--- config.mk ---
export PLATFORM = sky130hd
export DESIGN_NAME = shop_cmd_assembler
export DESIGN_NICKNAME = d
export VERILOG_FILES = /design/src/rtl/shop_cmd_assembler.sv
export SDC_FILE = /design/constraint.sdc
export NUM_CORES = 1
export LEC_CHECK = 0
export CAP_MARGIN = 20
export CELL_PAD_IN_SITES_DETAIL_PLACEMENT = 0
export CELL_PAD_IN_SITES_GLOBAL_PLACEMENT = 1
export CORE_UTILIZATION = 46
export DETAILED_ROUTE_END_ITERATION = 8
export DONT_BUFFER_PORTS = 1
export HOLD_SLACK_MARGIN = 0.1
export PLACE_DENSITY_LB_ADDON = 0.1
export SLEW_MARGIN = 20
export SYNTH_ARGS = -nofsm -noshare
export SYNTH_HDL_FRONTEND = slang
export SYNTH_SLANG_ARGS = --single-unit
--- constraint.sdc ---
create_clock -name i_clk -period 4.6 [get_ports i_clk]
set_input_delay 0.46 -clock i_clk [delete_from_list [all_inputs] [get_ports i_clk]]
set_output_delay 0.46 -clock i_clk [all_outputs]
set_load 0.03 [all_outputs]
--- src/rtl/shop_cmd_assembler.sv ---
// ---------------------------------------------------------------------------
// shop_cmd_assembler
//
// Front end of the shop command FSM. It splits a raw ASCII byte stream into
// tokens separated by whitespace or newlines, then presents each token as a
// right-aligned packed string together with its decimal value.
//
// Byte classes:
//   terminator : 0x20, 0x0A, 0x0D
//   printable  : 0x21..0x7E
//   illegal    : everything else
//
// A token is discarded, and o_err pulses, if it is longer than
// I_A_NUM_ASCII_CHARS or if it contains an illegal byte. Empty tokens, such as
// repeated separators, are ignored.
//
// Ports:
//   i_clk      clock
//   i_reset    synchronous, active-high reset
//   i_valid    i_byte is valid this cycle
//   i_byte     ASCII character
//   o_ready    a byte is accepted when i_valid & o_ready
//              (low during reset and in the EMIT and ERR cycles)
//   o_rdy      one-cycle pulse: a new token is on o_a/o_u/o_u_valid
//   o_a        token string, right-aligned, zero-padded on the left
//   o_u        numeric value of the token (0 when not a valid number)
//   o_u_valid  token was all digits and fits in o_u
//   o_err      one-cycle pulse: token discarded
//
// o_a, o_u and o_u_valid are loaded on the edge that enters EMIT. They hold
// their values until the next EMIT, so they are already stable while o_rdy
// is high.
// ---------------------------------------------------------------------------
module shop_cmd_assembler #(
    parameter int I_A_NUM_ASCII_CHARS = 7,
    parameter int I_A_NUM_BITS        = I_A_NUM_ASCII_CHARS * 8,
    parameter int I_U_NUM_BITS        = 4
) (
    input  logic                    i_clk,
    input  logic                    i_reset,
    input  logic                    i_valid,
    input  logic [7:0]              i_byte,
    output logic                    o_ready,
    output logic                    o_rdy,
    output logic [I_A_NUM_BITS-1:0] o_a,
    output logic [I_U_NUM_BITS-1:0] o_u,
    output logic                    o_u_valid,
    output logic                    o_err
);

    // The accumulator has 4 bits of headroom over o_u. Each product is
    // formed 4 bits wider again, so acc*10+9 can never wrap before it is
    // compared against the limit.
    localparam int ACC_W = I_U_NUM_BITS + 4;
    localparam int RES_W = ACC_W + 4;
    localparam int CNT_W = $clog2(I_A_NUM_ASCII_CHARS + 1);

    localparam logic [RES_W-1:0] U_MAX     = RES_W'((1 << I_U_NUM_BITS) - 1);
    localparam logic [CNT_W-1:0] MAX_CHARS = CNT_W'(I_A_NUM_ASCII_CHARS);

    typedef enum logic [2:0] {
        S_IDLE,
        S_COLLECT,
        S_EMIT,
        S_DISCARD,
        S_ERR
    } state_t;

    state_t state;
    state_t state_n;

    // Token being assembled
    logic [I_A_NUM_BITS-1:0] sr;
    logic [ACC_W-1:0]        acc;
    logic [CNT_W-1:0]        count;
    logic                    nondigit;
    logic                    ovf;

    // Byte classification
    logic is_term;
    logic is_print;
    logic is_digit;
    logic accept;

    always_comb begin
        is_term  = (i_byte == 8'h20) || (i_byte == 8'h0A) || (i_byte == 8'h0D);
        is_print = (i_byte >= 8'h21) && (i_byte <= 8'h7E);
        is_digit = (i_byte >= 8'h30) && (i_byte <= 8'h39);
    end

    assign accept = i_valid && o_ready;

    // -----------------------------------------------------------------------
    // State register
    // -----------------------------------------------------------------------
    // NOTE: sequential state uses non-blocking assignments only. Every
    // register then samples the values that existed before the clock edge.
    always_ff @(posedge i_clk) begin
        if (i_reset) begin
            state <= S_IDLE;
        end else begin
            state <= state_n;
        end
    end

    // -----------------------------------------------------------------------
    // Next state and handshake/pulse outputs
    // -----------------------------------------------------------------------
    // NOTE: every signal written here gets a default first. Any path that
    // misses an assignment would otherwise infer a latch.
    always_comb begin
        state_n = state;
        o_ready = 1'b0;
        o_rdy   = 1'b0;
        o_err   = 1'b0;

        // Gate the outputs with reset. This keeps o_ready low and blocks any
        // pulse during reset, before the state register has been cleared.
        if (!i_reset) begin
            o_ready = (state != S_EMIT) && (state != S_ERR);
            o_rdy   = (state == S_EMIT);
            o_err   = (state == S_ERR);
        end

        case (state)
            S_IDLE: begin
                if (accept) begin
                    if (is_print) begin
                        state_n = S_COLLECT;
                    end else if (!is_term) begin
                        state_n = S_DISCARD;
                    end
                end
            end
            S_COLLECT: begin
                if (accept) begin
                    if (is_term) begin
                        state_n = S_EMIT;
                    end else if (!is_print || (count >= MAX_CHARS)) begin
                        state_n = S_DISCARD;
                    end
                end
            end
            S_EMIT:    state_n = S_IDLE;
            S_DISCARD: begin
                if (accept && is_term) begin
                    state_n = S_ERR;
                end
            end
            S_ERR:     state_n = S_IDLE;
            default:   state_n = S_IDLE;
        endcase
    end

    // -----------------------------------------------------------------------
    // Packing and numeric decode of the next character
    // -----------------------------------------------------------------------
    logic                    append;
    logic                    emit_load;
    logic [I_A_NUM_BITS-1:0] sr_base;
    logic [ACC_W-1:0]        acc_base;
    logic                    ovf_base;
    logic                    nondigit_base;
    logic [RES_W-1:0]        prod;
    logic [I_A_NUM_BITS-1:0] sr_nxt;
    logic [ACC_W-1:0]        acc_nxt;
    logic                    ovf_nxt;
    logic                    nondigit_nxt;
    logic [CNT_W-1:0]        count_nxt;

    always_comb begin
        append    = accept && is_print &&
                    ((state == S_IDLE) || ((state == S_COLLECT) && (count < MAX_CHARS)));
        emit_load = accept && is_term && (state == S_COLLECT);

        // The first character of a token starts from a clean slate. This
        // holds no matter what the registers contain.
        sr_base       = (state == S_IDLE) ? '0   : sr;
        acc_base      = (state == S_IDLE) ? '0   : acc;
        ovf_base      = (state == S_IDLE) ? 1'b0 : ovf;
        nondigit_base = (state == S_IDLE) ? 1'b0 : nondigit;
        count_nxt     = (state == S_IDLE) ? CNT_W'(1) : count + CNT_W'(1);

        sr_nxt        = {sr_base[I_A_NUM_BITS-9:0], i_byte};
        prod          = RES_W'(acc_base) * RES_W'(10) + RES_W'(i_byte[3:0]);
        acc_nxt       = acc_base;
        ovf_nxt       = ovf_base;
        nondigit_nxt  = nondigit_base | !is_digit;

        // Once ovf is set, the accumulator is frozen. The flag is sticky
        // until the token ends.
        if (is_digit && !ovf_base) begin
            if (prod > U_MAX) begin
                ovf_nxt = 1'b1;
            end else begin
                acc_nxt = prod[ACC_W-1:0];
            end
        end
    end

    // -----------------------------------------------------------------------
    // Datapath registers and held token outputs
    // -----------------------------------------------------------------------
    always_ff @(posedge i_clk) begin
        if (i_reset) begin
            sr        <= '0;
            acc       <= '0;
            count     <= '0;
            nondigit  <= 1'b0;
            ovf       <= 1'b0;
            o_a       <= '0;
            o_u       <= '0;
            o_u_valid <= 1'b0;
        end else begin
            if ((state == S_EMIT) || (state == S_ERR)) begin
                sr       <= '0;
                acc      <= '0;
                count    <= '0;
                nondigit <= 1'b0;
                ovf      <= 1'b0;
            end else if (append) begin
                sr       <= sr_nxt;
                acc      <= acc_nxt;
                count    <= count_nxt;
                nondigit <= nondigit_nxt;
                ovf      <= ovf_nxt;
            end

            // The outputs are loaded as EMIT is entered. They are therefore
            // valid in the same cycle as the o_rdy pulse.
            if (emit_load) begin
                o_a <= sr;
                if (!nondigit && !ovf) begin
                    o_u       <= acc[I_U_NUM_BITS-1:0];
                    o_u_valid <= 1'b1;
                end else begin
                    o_u       <= '0;
                    o_u_valid <= 1'b0;
                end
            end
        end
    end

endmodule

# [Word-level counts from Yosys, hierarchy flattened]
# Index checks and enable logic that the tools add are counted.
[totals] register_bits=133 in_bits=11 wordCells=80
[classes] n_addsub=2 mul=1 order_cmp=7 n_eq_ne=14 n_mux=22 bitwise=1 n_reduce_logical=24
[ops] operator="$mux W48" count=1
[ops] operator="$mux W3" count=8
[ops] operator="$mux W8" count=3
[ops] operator="$eq A8 B4 Y1 const B" count=2
[ops] operator="$ge A8 B6 Y1 const B" count=2
[ops] operator="$add A12 B4 Y12" count=1
[ops] operator="$gt A12 B4 Y1 const B" count=1
[ops] operator="$logic_and A1 B1 Y1" count=11
[ops] operator="$mul A8 B3 Y11 const B" count=1
[ops] operator="$ne A3 B3 Y1 const B" count=3
[ops] operator="$pmux W3 S3" count=1
[ops] operator="$eq A8 B6 Y1 const B" count=1
[ops] operator="$le A8 B6 Y1 const B" count=1
[ops] operator="$le A8 B7 Y1 const B" count=1
[ops] operator="$mux W1" count=8
[ops] operator="$eq A3 B2 Y1 const B" count=2
[ops] operator="$ne A2 B2 Y1 const B" count=3
[ops] operator="$logic_not A1 Y1" count=5
[ops] operator="$logic_or A1 B1 Y1" count=5
[ops] operator="$reduce_and A5 Y1" count=1
[ops] operator="$mux W4" count=1
[ops] operator="$add A3 B1 Y3 const B" count=1
[ops] operator="$eq A3 B1 Y1 const B" count=1
[ops] operator="$eq A3 B3 Y1 const B" count=1
[ops] operator="6 further kinds" count=6

# [Longest topological paths before layout]
[depth] ltp_word=8 ltp_mapped=17 depth_no_buf=13

# [Least setup slack after synthesis]
# No wires, ideal clock.
[synth_timing] kind="register -> register" startpoint="reg state[2]" endpoint="reg acc[4]" arrival_ns=4.097 required_time_ns=4.484 setup_slack_ns=0.387 stages_incl_launch_ff=18 path_buffers=5 path_cell_list="dfxtp_1 > buf_6 > or3_4 > buf_6 > clkbuf_1 > clkbuf_1 > and2_1 > ha_1 > ha_1 > a211oi_1 > nor2_1 > xor2_1 > nand4_1 > o31ai_1 > o211ai_2 > or4b_4 > buf_6 > and3_1"
[synth_between] elab_chain_len=7 elab_cells_between_ends=24 classes_between="add/sub: 1; mul: 1; order compare: 1; eq/ne: 5; mux: 5; reduce/logical: 11"
[synth_lines] element="start, declared" line="69" rtl="state_t state;"
[synth_lines] element="start signal, assigned" line="102" rtl="state <= state_n;"
[synth_lines] element="$logic_not A3 Y1" line="173, 179, 180"
[synth_lines] element="$mux W8" line="179" rtl="acc_base = (state == S_IDLE) ? '0 : acc;"
[synth_lines] element="$mul A8 B3 Y11" line="185" rtl="prod = RES_W'(acc_base) * RES_W'(10) + RES_W'(i_byte[3:0]);"
[synth_lines] element="$add A12 B4 Y12" line="185"
[synth_lines] element="$gt A12 B4 Y1" line="193" rtl="if (prod > U_MAX) begin"
[synth_lines] element="$mux W8" line="193"
[synth_lines] element="$mux W8" line="192" rtl="if (is_digit && !ovf_base) begin"
[synth_lines] element="end signal, assigned" line="223" rtl="acc <= acc_nxt;"
[synth_lines] element="end, declared" line="74" rtl="logic [ACC_W-1:0] acc;"
# Parallel ways exist; a longest one is shown, timed or not.
# A chain may end at the register's enable or synchronous reset.

# [Worst setup path in the final report]
[layout_timing] startpoint="reg state[1]" endpoint="reg acc[5]"
# The elaborated chain is that of the path after synthesis.

==> flow_results.org <==
** Setup path
- STA classifies the critical path endpoint as a register.
- Crit-path cells :: or3_4 > and2_1 > ha_1 > ha_1 > a211oi_1 > nor2_1 > xor2_1 > nand4_1 > o31ai_1 > o211ai_2 > or4b_4 > and3_1
- The cell family contributing the most delay on the critical path is simple AND/OR/NAND/NOR gates.
- Data arrival at the endpoint of the critical path :: 4.49 ns
- The worst setup path is launched from a register.
- Among all stages on the critical path, the largest delay is contributed by sky130_fd_sc_hd__or4b_4.
- The number of buffers and inverters on the critical path is 0.
- For this run, the slowest stage of the critical path takes 0.60 ns.
- CP Data Required Time :: 4.91 ns
- By instance count, the cell type seen most on the critical path is sky130_fd_sc_hd__ha_1.
- Maximum fanout encountered on the critical timing path :: 18
- The critical path is of the reg -> reg type.

** Power
- Of the total power, the share spent switching nets is 23.1%.
- Psw :: 0.581 mW
- Clock Power Share :: 50.7%
- Cell internal power was estimated by the tool at 1.93 mW.
- Maximum ir drop on the vdd rail :: 228 uV
- Power after layout :: 2.51 mW
- Leakage power summed over all cells :: 2.16 nW
- In this run the power density over the cells is 408 nW/um2.
- Flop pwr share :: 46.2%
- Combinational logic is responsible for 3.1% of the overall power.

** Place
- Detailed placer's ending HPWL :: 9.00 mm
- Input and output buffers added on the ports amount to 0.
- At the end of routability-driven placement, the weighted congestion stood at 0.796.
- In this run, placement finished with an instance count of 797.
- Setup WS pre-CTS :: 0.439 ns

** Routing
- Summed over all layers, the routed wires come to 13.5 mm.
- For this run, the detailed router's first-pass iteration total came to 7.
- For this block, the via count after detailed routing is 4666.
- Number of remaining DRC errors :: 7
- Dividing the detail-routed wire length by the instance count gives 16.3 um.
- Antenna Nets Post-Route :: 0
- First-iteration detailed-routing DRC count :: 227
- DR vias/cell :: 5.62

** Floorplanning
- Starting utilization of the core area :: 47.9%
- Height of the die :: 112 um
- From left edge to right edge, the die measures 112 um.
- Core region area :: 11600 um2
- Number of core rows :: 39
- 75 I/O pins were placed.
- The die covers 12500 um2.

** Synth
- Post-Synthesis Mean Instance Area :: 7.95 um2
- In the synthesized netlist the dominant register cell turns out to be sky130_fd_sc_hd__dfxtp_1.
- In the synthesized netlist, the number of instances is 697.
- Counting every net in the synthesized netlist gives 722.
- Post-Syn Area :: 5540 um2
- Sequential area share after synthesis :: 48.0%
- FF+latch count, synth :: 133
- Yosys mapped the design onto 55 distinct sky130hd cell types.
- Share of synthesized flip-flops with an asynchronous set or reset :: 0%
- Number of enable-type register cells in the synthesized netlist :: 0
- Number of synthesis warnings :: 0

** Timing
- Worst Hold Margin :: 0.132 ns
- For the finished layout, the period the worst path requires is 4.18 ns.
- The hold violation total from the final report was 0.
- The worst path meets setup with 0.420 ns of slack.
- On the final layout, the worst clock skew is 0.00659 ns.
- Timing would allow up to 239 MHz.
- Setup repair after global routing left no endpoint under its margin.
- The number of pins exceeding their max-slew limit in the final report came to 0.
- The worst pin sits at a relative slew slack of 42.2%.
- Setup TNS after final layout :: 0 ns
- Final worst-path cycle share :: 90.9%
- Setup violations remaining at the end of the flow were counted as 0.
- For the pin with the worst max-slew slack, the measured transition is 0.859 ns.

** CTS
- In this run, CTS created clock tree buffers numbering 17.
- Number of buffers inserted by post-CTS setup repair :: 0
- Clock-pin slew was measured on the worst setup and hold paths at 0.06 ns.
- Clock Latency Late Sink :: 0.42 ns
- CTS root buffer :: sky130_fd_sc_hd__clkbuf_16
- Level count of the clock H-tree :: 4
- TritonCTS built the clock tree.
- The clock passes through at most 2 buffers.
- The number of hold buffers added after CTS was 1.
- For this design, the sink count on the clock tree is 133.
- Quantity of gates resized following cts :: 0

** Final layout
- Top library cells by usage in the layout, fill and taps aside :: 198 x sky130_fd_sc_hd__nand2_1, 133 x sky130_fd_sc_hd__dfxtp_1, 126 x sky130_fd_sc_hd__a21oi_1
- N_diodes :: 0
- The area growth from synthesis to layout is 11.1%.
- Total number of nets in the final design :: 699
- Leaving out fill and tap cells, the most frequent cell in the layout is sky130_fd_sc_hd__nand2_1.
- Fraction of final layout cells sized beyond drive strength 1 :: 8.01%
- The filler cells instantiated in the layout total 1158.
- Number of cells in the finished layout apart from fillers :: 830

** GRT
- Initial antenna violation count :: 0
- The number of global-route vias before repair is 4554.
- The total overflow left after global routing is 0.
- Global-route wire length before repair :: 22.7 mm
- Aggregate global-route resource usage :: 22.8%
- Entering global routing, the biggest net connects 66 pins.

** Status
- The checks that failed: design-rule violations.
- The run finished, with violations left.

** Run
- Number of max-cap violations :: 0

** Hold path
- The worst hold path belongs to the class in -> reg.
-- cell usage after synthesis (2+ instances only) --
cell | count | area, um2
sky130_fd_sc_hd__nand2_1 | 198 | 743
sky130_fd_sc_hd__dfxtp_1 | 133 | 2660
sky130_fd_sc_hd__a21oi_1 | 126 | 631
sky130_fd_sc_hd__nand3_1 | 60 | 300
sky130_fd_sc_hd__clkbuf_1 | 41 | 154
sky130_fd_sc_hd__nor2_1 | 16 | 60.1
sky130_fd_sc_hd__and3_1 | 13 | 81.3
sky130_fd_sc_hd__ha_1 | 13 | 163
sky130_fd_sc_hd__xnor2_1 | 10 | 87.6
sky130_fd_sc_hd__buf_1 | 7 | 26.3
sky130_fd_sc_hd__inv_1 | 7 | 26.3
sky130_fd_sc_hd__o21ai_0 | 6 | 30.0
sky130_fd_sc_hd__and2_1 | 5 | 31.3
sky130_fd_sc_hd__mux2i_1 | 5 | 50.1
sky130_fd_sc_hd__nand4_1 | 4 | 25.0
sky130_fd_sc_hd__a22oi_1 | 3 | 22.5
sky130_fd_sc_hd__buf_6 | 3 | 33.8
sky130_fd_sc_hd__nor3_1 | 3 | 15.0
sky130_fd_sc_hd__a21o_1 | 2 | 15.0
sky130_fd_sc_hd__a31oi_1 | 2 | 12.5
sky130_fd_sc_hd__nor2b_1 | 2 | 12.5
sky130_fd_sc_hd__nor3b_1 | 2 | 15.0
sky130_fd_sc_hd__o31ai_1 | 2 | 15.0
sky130_fd_sc_hd__or3_1 | 2 | 12.5
sky130_fd_sc_hd__xor2_1 | 2 | 17.5
-- power by group through the flow --
stage          registers, mW  clock network [mW]  logic (mW)
4_1_cts                 1.16                1.30      0.0776
3_3_place_gp            1.19                   0      0.0765
3_5_place_dp            1.19                   0      0.0767
6_report                1.16                1.28      0.0772
5_1_grt                 1.16                1.35      0.0858
2_1_floorplan           1.18                   0      0.0712
-- state kept, by name (all words and copies together), names as in the netlist --
name,cells
ovf,1
sr,56
nondigit,1
o_u_valid,1
o_a,56
count,3
o_u,4
acc,8
state,3
-- stage by stage --
stage | utilization (%) | cell area [um2]
2_1_floorplan | - | 5540
3_3_place_gp | 48.3 | 5580
3_5_place_dp | 48.3 | 5580
4_1_cts | 53.3 | 6160
5_1_grt | 53.3 | 6160
6_report | 53.3 | 6160
-- area by class of cell --
class / instances / area, um2 / share of cell area, %
sequential: 133 / 2660 / 43.2
timing repair buffer: 10 / 77.6 / 1.26
clock inverter: 14 / 128 / 2.07
multi-input combinational: 505 / 2650 / 43.0
tap: 143 / 179 / 2.90
clock buffer: 18 / 439 / 7.13
inverter: 7 / 26.3 / 0.427
-- worst paths after layout --
kind,slack (ns),endpoint,startpoint,cells past startpoint
hold / removal,0.13,state[0],i_reset,1
setup reg to reg,0.42,acc[5],state[1],12
hold reg to reg,0.45,sr[52],sr[52],2
setup / recovery,0.42,acc[5],state[1],12
-- logic make-up after synthesis --
| logic type | after synthesis | synth area share (%) |
|---|---|---|
| AND/OR/NAND/NOR | 313 | 24.7 |
| AO/OA/AOI/OAI | 161 | 16.8 |
| flip-flops | 133 | 48.0 |
| buffers and inverters | 59 | 4.42 |
| adder cells (fa/ha/maj) | 14 | 3.30 |
| XOR/XNOR | 12 | 1.90 |
| multiplexers | 5 | 0.903 |
-- worst reg2reg max path: cells and delay by family, from the launching register on --
family          cells  cell delay (ns)
simple gates        6             1.83
flops               1             0.43
compound gates      3             0.87
xor+xnor            1             0.30
fa+ha+maj           2             0.64
-- layer usage --
| layer | track usage (%) | vias up | wire length, um |
|---|---|---|---|
| met5 | 0 | - | 0 |
| met4 | 7.75 | 0 | 180 |
| met3 | 5.33 | 18 | 594 |
| met2 | 35.8 | 97 | 6200 |
| met1 | 30.8 | 2222 | 6560 |
| li1 | - | 2329 | - |
Note: power is estimated with default switching activity, not from simulation.
